--- src/rtl/alu_pkg.sv ---
// Shared definitions for the iterative ALU.
//   - 4-bit operation codes (ALU_AND .. ALU_REMU)
//   - state encoding of the multiply/divide sequencer
//   - is_muldiv(): true for codes that use the multi-cycle datapath
package alu_pkg;

  localparam logic [3:0] ALU_AND   = 4'b0000;
  localparam logic [3:0] ALU_OR    = 4'b0001;
  localparam logic [3:0] ALU_ADD   = 4'b0010;
  localparam logic [3:0] ALU_XOR   = 4'b0011;
  localparam logic [3:0] ALU_SUB   = 4'b0110;
  localparam logic [3:0] ALU_SLT   = 4'b0111;
  localparam logic [3:0] ALU_SLL   = 4'b1000;
  localparam logic [3:0] ALU_SRL   = 4'b1001;
  localparam logic [3:0] ALU_SRA   = 4'b1010;
  localparam logic [3:0] ALU_SLTS  = 4'b1011;
  localparam logic [3:0] ALU_MUL   = 4'b1100;
  localparam logic [3:0] ALU_MULHU = 4'b1101;
  localparam logic [3:0] ALU_DIVU  = 4'b1110;
  localparam logic [3:0] ALU_REMU  = 4'b1111;

  typedef enum logic [1:0] {
    ST_IDLE = 2'b00,
    ST_MUL  = 2'b01,
    ST_DIV  = 2'b10
  } state_t;

  // The four multiply/divide codes share the 11xx prefix.
  function automatic logic is_muldiv(input logic [3:0] code);
    return (code[3:2] == 2'b11);
  endfunction

endpackage

--- src/rtl/iter_muldiv.sv ---
// Iterative multiply / unsigned divide engine.
// One shift-add (multiply) or restoring (divide) step per cycle, WIDTH steps.
// The final step is presented combinationally on lo/hi together with done, so
// the parent can capture the answer on the same edge the last step would occur.
// Ports:
//   clk, rst_n  clock, asynchronous active-low reset
//   go          start an operation (only honoured while idle)
//   op          0 = multiply, 1 = divide
//   a, b        operands, sampled when go is accepted
//   done        high in the cycle whose edge completes the operation
//   lo, hi      multiply: low/high product halves; divide: quotient/remainder
module iter_muldiv
  import alu_pkg::*;
#(
  parameter int WIDTH = 16
) (
  input  logic             clk,
  input  logic             rst_n,
  input  logic             go,
  input  logic             op,
  input  logic [WIDTH-1:0] a,
  input  logic [WIDTH-1:0] b,
  output logic             done,
  output logic [WIDTH-1:0] lo,
  output logic [WIDTH-1:0] hi
);

  localparam int SHW = $clog2(WIDTH);

  state_t             state_r;
  logic [SHW-1:0]     cnt_r;
  logic [2*WIDTH-1:0] prod_r;
  logic [WIDTH-1:0]   opb_r;
  logic [WIDTH-1:0]   quo_r;
  logic [WIDTH-1:0]   rem_r;

  logic [WIDTH:0]     psum_s;
  logic [2*WIDTH-1:0] prod_nx_s;
  logic [WIDTH:0]     shft_s;
  logic [WIDTH:0]     diff_s;
  logic [WIDTH-1:0]   quo_nx_s;
  logic [WIDTH-1:0]   rem_nx_s;

  // Next-step values for both datapaths.
  always_comb begin
    // Shift-add: conditionally add the multiplicand into the high half, then
    // shift {carry, high, low} right by one.
    if (prod_r[0]) begin
      psum_s = {1'b0, prod_r[2*WIDTH-1:WIDTH]} + {1'b0, opb_r};
    end else begin
      psum_s = {1'b0, prod_r[2*WIDTH-1:WIDTH]};
    end
    prod_nx_s = {psum_s, prod_r[WIDTH-1:1]};

    // Restoring divide: bring in the next dividend bit, keep the difference
    // only when it did not borrow.
    shft_s = {rem_r, quo_r[WIDTH-1]};
    diff_s = shft_s - {1'b0, opb_r};
    if (!diff_s[WIDTH]) begin
      rem_nx_s = diff_s[WIDTH-1:0];
      quo_nx_s = {quo_r[WIDTH-2:0], 1'b1};
    end else begin
      rem_nx_s = shft_s[WIDTH-1:0];
      quo_nx_s = {quo_r[WIDTH-2:0], 1'b0};
    end
  end

  // Completion flag and final-step result selection.
  always_comb begin
    done = (state_r != ST_IDLE) && (cnt_r == {SHW{1'b0}});
    if (state_r == ST_MUL) begin
      lo = prod_nx_s[WIDTH-1:0];
      hi = prod_nx_s[2*WIDTH-1:WIDTH];
    end else begin
      lo = quo_nx_s;
      hi = rem_nx_s;
    end
  end

  // Sequencer: operand capture, per-cycle step and step counter.
  always_ff @(posedge clk or negedge rst_n) begin
    if (!rst_n) begin
      state_r <= ST_IDLE;
      cnt_r   <= {SHW{1'b0}};
      prod_r  <= {(2*WIDTH){1'b0}};
      opb_r   <= {WIDTH{1'b0}};
      quo_r   <= {WIDTH{1'b0}};
      rem_r   <= {WIDTH{1'b0}};
    end else begin
      case (state_r)
        ST_IDLE: begin
          if (go) begin
            state_r <= op ? ST_DIV : ST_MUL;
            cnt_r   <= SHW'(WIDTH - 1);
            prod_r  <= {{WIDTH{1'b0}}, a};
            opb_r   <= b;
            quo_r   <= a;
            rem_r   <= {WIDTH{1'b0}};
          end else begin
            state_r <= ST_IDLE;
          end
        end
        ST_MUL: begin
          prod_r <= prod_nx_s;
          cnt_r  <= cnt_r - SHW'(1);
          if (cnt_r == {SHW{1'b0}}) begin
            state_r <= ST_IDLE;
          end else begin
            state_r <= ST_MUL;
          end
        end
        ST_DIV: begin
          quo_r <= quo_nx_s;
          rem_r <= rem_nx_s;
          cnt_r <= cnt_r - SHW'(1);
          if (cnt_r == {SHW{1'b0}}) begin
            state_r <= ST_IDLE;
          end else begin
            state_r <= ST_DIV;
          end
        end
        default: begin
          state_r <= ST_IDLE;
        end
      endcase
    end
  end

endmodule

--- src/rtl/iter_alu.sv ---
// Registered execute-stage ALU with single-cycle logic/arith/shift/compare
// ops and optional multi-cycle multiply/divide behind a start/busy/done
// handshake.
// Ports:
//   clk, rst_n        clock, asynchronous active-low reset
//   start             request, accepted on a rising edge while busy==0
//   source1, source2  operands A and B, sampled on accept
//   ALU_CTRL          operation code, sampled on accept
//   busy              multi-cycle operation in progress
//   done              one-cycle pulse: result and flags valid
//   result            registered result, held until the next done
//   zero              result == 0
//   illegal           undefined (or disabled) code executed
//   div_by_zero       divide/remainder with source2 == 0
module iter_alu
  import alu_pkg::*;
#(
  parameter int WIDTH     = 16,
  parameter bit MULDIV_EN = 1'b1
) (
  input  logic             clk,
  input  logic             rst_n,
  input  logic             start,
  input  logic [WIDTH-1:0] source1,
  input  logic [WIDTH-1:0] source2,
  input  logic [3:0]       ALU_CTRL,
  output logic             busy,
  output logic             done,
  output logic [WIDTH-1:0] result,
  output logic             zero,
  output logic             illegal,
  output logic             div_by_zero
);

  localparam int SHW = $clog2(WIDTH);

  logic             accept_s;
  logic             b_zero_s;
  logic             iter_go_s;
  logic [SHW-1:0]   shamt_s;
  logic [WIDTH-1:0] sc_res_s;
  logic             sc_ill_s;
  logic             sc_dbz_s;
  logic             md_done_s;
  logic [WIDTH-1:0] md_lo_s;
  logic [WIDTH-1:0] md_hi_s;
  logic [WIDTH-1:0] md_res_s;
  logic             sel_hi_r;

  assign accept_s = start && !busy;
  assign b_zero_s = (source2 == {WIDTH{1'b0}});
  assign shamt_s  = source2[SHW-1:0];
  // Divide by zero never iterates; ALU_CTRL[1] separates DIVU/REMU from MUL/MULHU.
  assign iter_go_s = accept_s && MULDIV_EN && is_muldiv(ALU_CTRL) &&
                     !(ALU_CTRL[1] && b_zero_s);

  // Single-cycle result and flags for the current code.
  always_comb begin
    sc_res_s = {WIDTH{1'b0}};
    sc_ill_s = 1'b0;
    sc_dbz_s = 1'b0;
    case (ALU_CTRL)
      ALU_AND:  sc_res_s = source1 & source2;
      ALU_OR:   sc_res_s = source1 | source2;
      ALU_ADD:  sc_res_s = source1 + source2;
      ALU_XOR:  sc_res_s = source1 ^ source2;
      ALU_SUB:  sc_res_s = source1 - source2;
      ALU_SLT:  sc_res_s = {{(WIDTH-1){1'b0}}, (source1 < source2)};
      ALU_SLTS: sc_res_s = {{(WIDTH-1){1'b0}}, ($signed(source1) < $signed(source2))};
      ALU_SLL:  sc_res_s = source1 << shamt_s;
      ALU_SRL:  sc_res_s = source1 >> shamt_s;
      ALU_SRA:  sc_res_s = $signed(source1) >>> shamt_s;
      ALU_MUL, ALU_MULHU: begin
        // With the engine present these always take the iterative path.
        if (MULDIV_EN == 1'b0) begin
          sc_ill_s = 1'b1;
        end else begin
          sc_ill_s = 1'b0;
        end
      end
      ALU_DIVU: begin
        if (MULDIV_EN == 1'b0) begin
          sc_ill_s = 1'b1;
        end else if (b_zero_s) begin
          sc_res_s = {WIDTH{1'b1}};
          sc_dbz_s = 1'b1;
        end else begin
          sc_dbz_s = 1'b0;
        end
      end
      ALU_REMU: begin
        if (MULDIV_EN == 1'b0) begin
          sc_ill_s = 1'b1;
        end else if (b_zero_s) begin
          sc_res_s = source1;
          sc_dbz_s = 1'b1;
        end else begin
          sc_dbz_s = 1'b0;
        end
      end
      default: sc_ill_s = 1'b1;
    endcase
  end

  generate
    if (MULDIV_EN) begin : g_muldiv
      iter_muldiv #(.WIDTH(WIDTH)) u_muldiv (
        .clk   (clk),
        .rst_n (rst_n),
        .go    (iter_go_s),
        .op    (ALU_CTRL[1]),
        .a     (source1),
        .b     (source2),
        .done  (md_done_s),
        .lo    (md_lo_s),
        .hi    (md_hi_s)
      );
    end else begin : g_no_muldiv
      assign md_done_s = 1'b0;
      assign md_lo_s   = {WIDTH{1'b0}};
      assign md_hi_s   = {WIDTH{1'b0}};
    end
  endgenerate

  // MULHU and REMU (odd codes) return the high half / remainder.
  always_comb begin
    if (sel_hi_r) begin
      md_res_s = md_hi_s;
    end else begin
      md_res_s = md_lo_s;
    end
  end

  // Handshake and result/flag registers; these change only on done edges.
  always_ff @(posedge clk or negedge rst_n) begin
    if (!rst_n) begin
      busy        <= 1'b0;
      done        <= 1'b0;
      result      <= {WIDTH{1'b0}};
      zero        <= 1'b1;
      illegal     <= 1'b0;
      div_by_zero <= 1'b0;
      sel_hi_r    <= 1'b0;
    end else begin
      if (iter_go_s) begin
        busy     <= 1'b1;
        done     <= 1'b0;
        sel_hi_r <= ALU_CTRL[0];
      end else if (accept_s) begin
        result      <= sc_res_s;
        zero        <= (sc_res_s == {WIDTH{1'b0}});
        illegal     <= sc_ill_s;
        div_by_zero <= sc_dbz_s;
        done        <= 1'b1;
      end else if (md_done_s) begin
        result      <= md_res_s;
        zero        <= (md_res_s == {WIDTH{1'b0}});
        illegal     <= 1'b0;
        div_by_zero <= 1'b0;
        done        <= 1'b1;
        busy        <= 1'b0;
      end else begin
        done <= 1'b0;
      end
    end
  end

endmodule

--- config.mk ---
export PLATFORM = sky130hd
export DESIGN_NAME = iter_alu
export DESIGN_NICKNAME = d
export VERILOG_FILES = /design/src/rtl/alu_pkg.sv /design/src/rtl/iter_muldiv.sv /design/src/rtl/iter_alu.sv
export SDC_FILE = /design/constraint.sdc
export NUM_CORES = 1
export LEC_CHECK = 0
export CAP_MARGIN = 10
export CORE_AREA = 2 2 202 204
export CTS_CLUSTER_SIZE = 16
export DETAILED_ROUTE_END_ITERATION = 10
export DIE_AREA = 0 0 204 206
export HOLD_SLACK_MARGIN = 0.03
export PLACE_DENSITY_LB_ADDON = 0.12
export SLEW_MARGIN = 25
export SYNTH_ARGS = -nofsm -noshare
export SYNTH_HDL_FRONTEND = slang
export SYNTH_HIERARCHICAL = 1
export SYNTH_SLANG_ARGS = --single-unit
--- constraint.sdc ---
create_clock -name clk -period 5 [get_ports clk]
set_clock_uncertainty 0.05 [all_clocks]
set_input_delay 0.5 -clock clk [delete_from_list [all_inputs] [get_ports clk]]
set_output_delay 0.5 -clock clk [all_outputs]
set_load 0.02 [all_outputs]
# Yosys cells after proc, flatten, opt, wreduce, memory -nomap -nowiden
# Index checks and enable logic that the tools add are counted.
[op_classes] add_sub_neg=5 magnitude_cmp=2 n_eq_ne=18 shift=3 mux=37 n_bitwise=4 reduce_logical=28
[op_table] cell="16-bit case mux with 12 select lines" n=1
[op_table] cell="16-bit two-way mux" n=10
[op_table] cell="16-bit case mux with 2 select lines" n=2
[op_table] cell="32-bit case mux with 2 select lines" n=1
[op_table] cell="16-bit zero test" n=3
[op_table] cell="4-bit equality test (second input constant)" n=8
[op_table] cell="16-bit less-than comparator" n=2
[op_table] cell="32-bit two-way mux" n=1
[op_table] cell="16-bit by 16-bit adder with 17-bit output" n=1
[op_table] cell="17-bit two-way mux" n=1
[op_table] cell="17-bit by 16-bit subtractor with 17-bit output" n=1
[op_table] cell="16-bit adder" n=1
[op_table] cell="16-bit bitwise AND" n=1
[op_table] cell="16-bit OR" n=1
[op_table] cell="16-bit by 4-bit << shifter with 16-bit output" n=1
[op_table] cell="16-bit by 4-bit right shift with 16-bit output" n=1
[op_table] cell="16-bit by 4-bit >>> shifter with 16-bit output" n=1
[op_table] cell="16-bit subtractor" n=1
[op_table] cell="16-bit bitwise XOR" n=1
[op_table] cell="1-bit two-way mux" n=15
[op_table] cell="14-bit OR reduction" n=1
[op_table] cell="2-bit AND reduction" n=6
[op_table] cell="2-bit nonzero test" n=6
[op_table] cell="4-bit by 2-bit equality test with 1-bit output (second input constant)" n=2
[op_table] cell="16 further kinds" n=28
[word_totals] regBits=108 inputBits=39 output_inout_bits=21 word_cells=110

# Longest topological paths before layout
[depth] depth_word=7 ltp_mapped=18 mapped_depth_nobuf=16

# Modules after synthesis
# The synthesis kept the hierarchy.
[modules_own_cells] mod="iter_muldiv" instances=1 cells_each=634 area_each_um2=5928.2 seq_area_each_um2=2152.1
[modules_own_cells] mod="iter_alu" instances=1 cells_each=813 area_each_um2=5883.1 seq_area_each_um2=551.8

# Worst setup path after synthesis
# Ideal clock, no wire load.
[synth_timing] path_type="input to register" from="input source2[1]" to="register zero" setup_ns=0.061 arrival_ns=3.698 required_ns=4.889 setup_slack_ns=1.191 cell_stages=14 path_buffers=2 cell_sequence="inv_2 buf_2 clkbuf_1 ha_1 or2_1 a211oi_2 or3_1 nand2_2 a221o_1 a2111o_1 nor4_1 nand4b_1 nor4_1 a31o_1"
[synth_between] elab_chain_cells=6 word_cells_on_any_way=21 classes_between="add/sub: 2; order compare: 2; shift: 3; mux: 4; bitwise: 4; reduce/logical: 6"
[synth_lines] element="from (decl)" line_no="iter_alu.sv:25" source="input logic [WIDTH-1:0] source2,"
[synth_lines] element="parallel branches: the longest is 6 deep, another holds 16-bit subtractor"
[synth_lines] element="to (signal assigned)" line_no="iter_alu.sv:151" source="zero <= (sc_res_s == {WIDTH{1'b0}});"
[synth_lines] element="to (signal assigned)" line_no="iter_alu.sv:157" source="zero <= (md_res_s == {WIDTH{1'b0}});"
[synth_lines] element="to (decl)" line_no="iter_alu.sv:30" source="output logic zero,"
# Parallel ways; which one is timed is not known.
# A chain may end at the register's enable or synchronous reset.

# Final worst setup path
[layout_timing] from="register g_muldiv.u_muldiv.opb_r[0]" to="register zero"
[layout_between] elab_chain_cells=7 word_cells_on_any_way=11 classes_between="add/sub: 2; mux: 8; reduce/logical: 1"
[layout_lines] element="from (decl)" line_no="iter_muldiv.sv:33" source="logic [WIDTH-1:0] opb_r;"
[layout_lines] element="from (signal assigned)" line_no="iter_muldiv.sv:86" source="opb_r <= {WIDTH{1'b0}};"
[layout_lines] element="17-bit by 16-bit subtractor with 17-bit output / 16-bit by 16-bit adder with 17-bit output (equally long branches)" line_no="iter_muldiv.sv:58, iter_muldiv.sv:49"
[layout_lines] element="16-bit two-way mux / 17-bit two-way mux (equally long branches)" line_no="iter_muldiv.sv:59, iter_muldiv.sv:48"
[layout_lines] element="16-bit two-way mux (*)" line_no="iter_muldiv.sv:71" source="if (state_r == ST_MUL) begin"
[layout_lines] element="net md_hi_s[4]" line_no="iter_alu.sv:46" source="logic [WIDTH-1:0] md_hi_s;"
[layout_lines] element="16-bit two-way mux (*)" line_no="iter_alu.sv:127" source="if (sel_hi_r) begin"
[layout_lines] element="16-bit zero test (*)" line_no="iter_alu.sv:157"
[layout_lines] element="1-bit two-way mux (*)" line_no="iter_alu.sv:155" source="end else if (md_done_s) begin"
[layout_lines] element="1-bit two-way mux (*)" line_no="iter_alu.sv:149" source="end else if (accept_s) begin"
# The timed path passes the listed nets; every way through them passes the cells marked *. The select of a mux whose other input is x is not followed.

==> out/qor.yml <==
timing:
  final_max_slew_viol_count: 0
  finalCritPeriodShare_pct: 86.9
  timing.fmax_ghz: 0.230
  setup_viol: 0
  slew-limit-headroom_pct: 37.9
  hold_viol: 0
  tightest_slew_ps: 918
  rsz0062_at_grt: "no"
  period_minus_slack_ps: 4350
  setup_tns_ps: 0
logic_synthesis:
  seq_area_frac_synth_pct: 22.9
  synth_adder_area_share_pct: 10.0
  synth_cells: 1447
  synth.avg_cell_area_um2: 8.16
  synth-edff-count: 0
  yosys.area_share.simple_pct: 18.9
  synthXorXnorAreaFrac_pct: 2.00
  synth_top_area_share_pct: 22.7
  synth_top_family_by_area: "compound AO/OA/AOI/OAI gates"
  synthFlopType: "dfrtp_1"
  syn-cell-area_um2: 11800
  synth_cell_types: 93
  async_flop_share_pct: 100
  synth_compound_area_share_pct: 22.9
  synth_nets: 1578
  synth_seq_cells: 108
  synthMuxAreaShare_pct: 16.7
  synth_area_leader_cell: "dfrtp_1"
  yosys_warnings: 6
  yosys-top-cells-area: "dfrtp_1, mux2i_1, ha_1"
clock_tree:
  cts_htree_levels: 3
  cts_resized: 0
  holdBufCountCts: 0
  numCtsBuffers: 9
  clk-insertion-delay-late_ps: 370
  clockBufferDepth: 2
  cts_sinks: 108
  cts-root-buf: "clkbuf_16"
  cts_tree: "built"
  post-cts-setup-buffers: 0
  clk_pin_slew_worst_paths_ps: 80
drt:
  drt-pass1-iter-count: 5
  finalWirelength_um: 47800
  drt_drc_violations_left: 0
  drtAntennaViolNets: 0
  routedWlPerCell_um: 23.5
  first_iter_violations: 905
  vias_per_cell: 5.61
  vias: 11400
min_path:
  hold_path_class: "in -> async"
power:
  finalPower_uw: 4890
  vdd_ir_drop_max_uv: 162
  p_leak_uw: 0.00591
  p_per_area_nw_per_um2: 363
  comb_power_share_pct: 54.5
  power.switching_uw: 2230
  swShare_pct: 45.5
  power_frac_clock_pct: 15.0
  p_int_uw: 2660
  p_seq_share_pct: 30.5
critical_path:
  path_common_cell: "mux2i_1"
  end_kind: "flop"
  r2r_slack_ps: 650
  reg2regPathDepth: 15
  cp-startpoint: "g_muldiv.u_muldiv/opb_r[0]$_DFFE_PN0P_"
  crit_end: "zero$_DFFE_PN1P_"
  max_stage_delay_ps: 440
  r2r_start: "g_muldiv.u_muldiv/opb_r[0]$_DFFE_PN0P_"
  critPathLaunchType: "flop"
  rr_endpoint: "zero$_DFFE_PN1P_"
  worst-setup-path-type: "reg -> reg"
  critical_path_required_ps: 5260
  crit_slowest_cell: "and3_1"
  arrival_ps: 4610
  crit_path_max_fanout: 10
  crit_chain: "ha_1 > fa_1 > nand2b_1 > a21oi_1 > o2111a_1 > or3_4 > and3_1 > buf_4 > mux2i_1 > mux2i_1 > a211oi_1 > nand4_1 > nand4b_1 > o31ai_1 > a31o_1"
run:
  cap_viol_max_count: 0
placed_design:
  io_buffers: 59
  hpwl_um: 37400
  place_inst: 2020
  post_dp_cell_area_um2: 13200
  gp_congestion: 0.910
finish:
  finalNonFillerCells: 2036
  layout_common_cells: "nand2_1, mux2i_1, o21ai_0, dfrtp_1"
  layout_commonest_cell: "nand2_1"
  finalNetCount: 1630
  areaGrowthSynthToFinish_pct: 14.0
  diodes: 0
  postLayoutCellArea_um2: 13500
  nFillCells: 4285
  drive_gt1_share_pct: 12.0
grt:
  antenna_found_initial: 0
  grt_pass1_vias: 11300
  grt_max_degree: 69
  grt_pass1_wl_um: 72000
  grt_usage_pct: 22.8
  grt.overflow.total: 0
run_status:
  outcome: "finished clean"
die:
  rows: 74
  die_w_um: 204
  io_pins: 60
  dieArea_um2: 42000
  core_area_um2: 40200
  start_util_pct: 29.4
  die_h_um: 206
-- worst max-delay path, delay by kind of cell (launching register included) --
kind	cells	cell delay (ps)
flops	1	400
fa+ha+maj	2	650
compound gates	5	1320
mux	2	370
buf+inv	1	300
simple gates	5	1180
-- power groups by stage --
stage          combinational [uW]  sequential (uW)  clock [uW]
2_1_floorplan                1790             1430           0
3_3_place_gp                 2670             1510           0
3_5_place_dp                 2660             1510           0
4_1_cts                      2680             1490         761
5_1_grt                      2950             1540         788
6_report                     2670             1490         733
-- flip-flops by register name (all words and copies together) (netlist names) --
signal                     cells
div_by_zero                    1
g_muldiv.u_muldiv/state_r      2
g_muldiv.u_muldiv/opb_r       16
busy                           1
illegal                        1
done                           1
g_muldiv.u_muldiv/prod_r      32
g_muldiv.u_muldiv/quo_r       16
g_muldiv.u_muldiv/rem_r       16
sel_hi_r                       1
g_muldiv.u_muldiv/cnt_r        4
result                        16
zero                           1
-- synthesized netlist by cell type, types with 19 or more instances --
cell        n
o211ai_1   20
buf_2      19
inv_1      87
o21ai_0   110
clkbuf_1   55
a21o_1     26
nand3_1    30
nor2_1     84
ha_1       88
a21oi_1    83
nor2b_1    19
nand2b_1   27
mux2_2     46
a211oi_1   27
mux2i_1   115
nor3_1     24
dfrtp_1   107
nand2_1   157
-- cell families (layout without fill, tap and decap cells) --
kind of cell / count (synthesis) / in the layout
buf+inv: 183 / 240
compound gates: 414 / 414
simple gates: 446 / 446
fa+ha+maj: 92 / 92
flops: 108 / 108
mux: 177 / 177
xor+xnor: 27 / 27
-- how the worst min path moves through the flow --
stage                                from                                      end  slack [ps]  depth (start not counted)
global route                        rst_n                           done$_DFF_PN0_         140                          1
global placement    result[1]$_DFFE_PN0P_                    result[1]$_DFFE_PN0P_         410                          2
finish                              rst_n  g_muldiv.u_muldiv/rem_r[14]$_DFFE_PN0P_         100                          1
floorplan                           rst_n                         busy$_DFFE_PN0P_         150                          0
CTS                                 rst_n                    result[9]$_DFFE_PN0P_         270                          1
detailed placement  result[1]$_DFFE_PN0P_                    result[1]$_DFFE_PN0P_         420                          2
-- per-layer routing --
metal / track usage, % / share of wire (%)
met1: 29.0 / 43
met2: 39.5 / 49
met3: 1.61 / 3.8
met4: 10.2 / 4.6
met5: 0 / 0
-- final cells by class --
type                            count  area [um^2]  area share (%)
Timing Repair Buffer              131         1120            8.34
Inverter                           93          349            2.59
Clock inverter                      7         63.8           0.474
Tap cell                          532          666            4.94
Multi-Input combinational cell   1156         8330            61.9
Sequential cell                   108         2700            20.1
Clock buffer                        9          225            1.67
-- stage by stage --
stage	setup slack, ps	utilization [%]	hold WS, ps
CTS	656	33.5	274
finish	653	33.5	101
detailed placement	547	32.8	418
global placement	587	32.8	413
floorplan	1190	-	154
global route	313	33.5	142
Note: power is estimated with default switching activity, not from simulation.
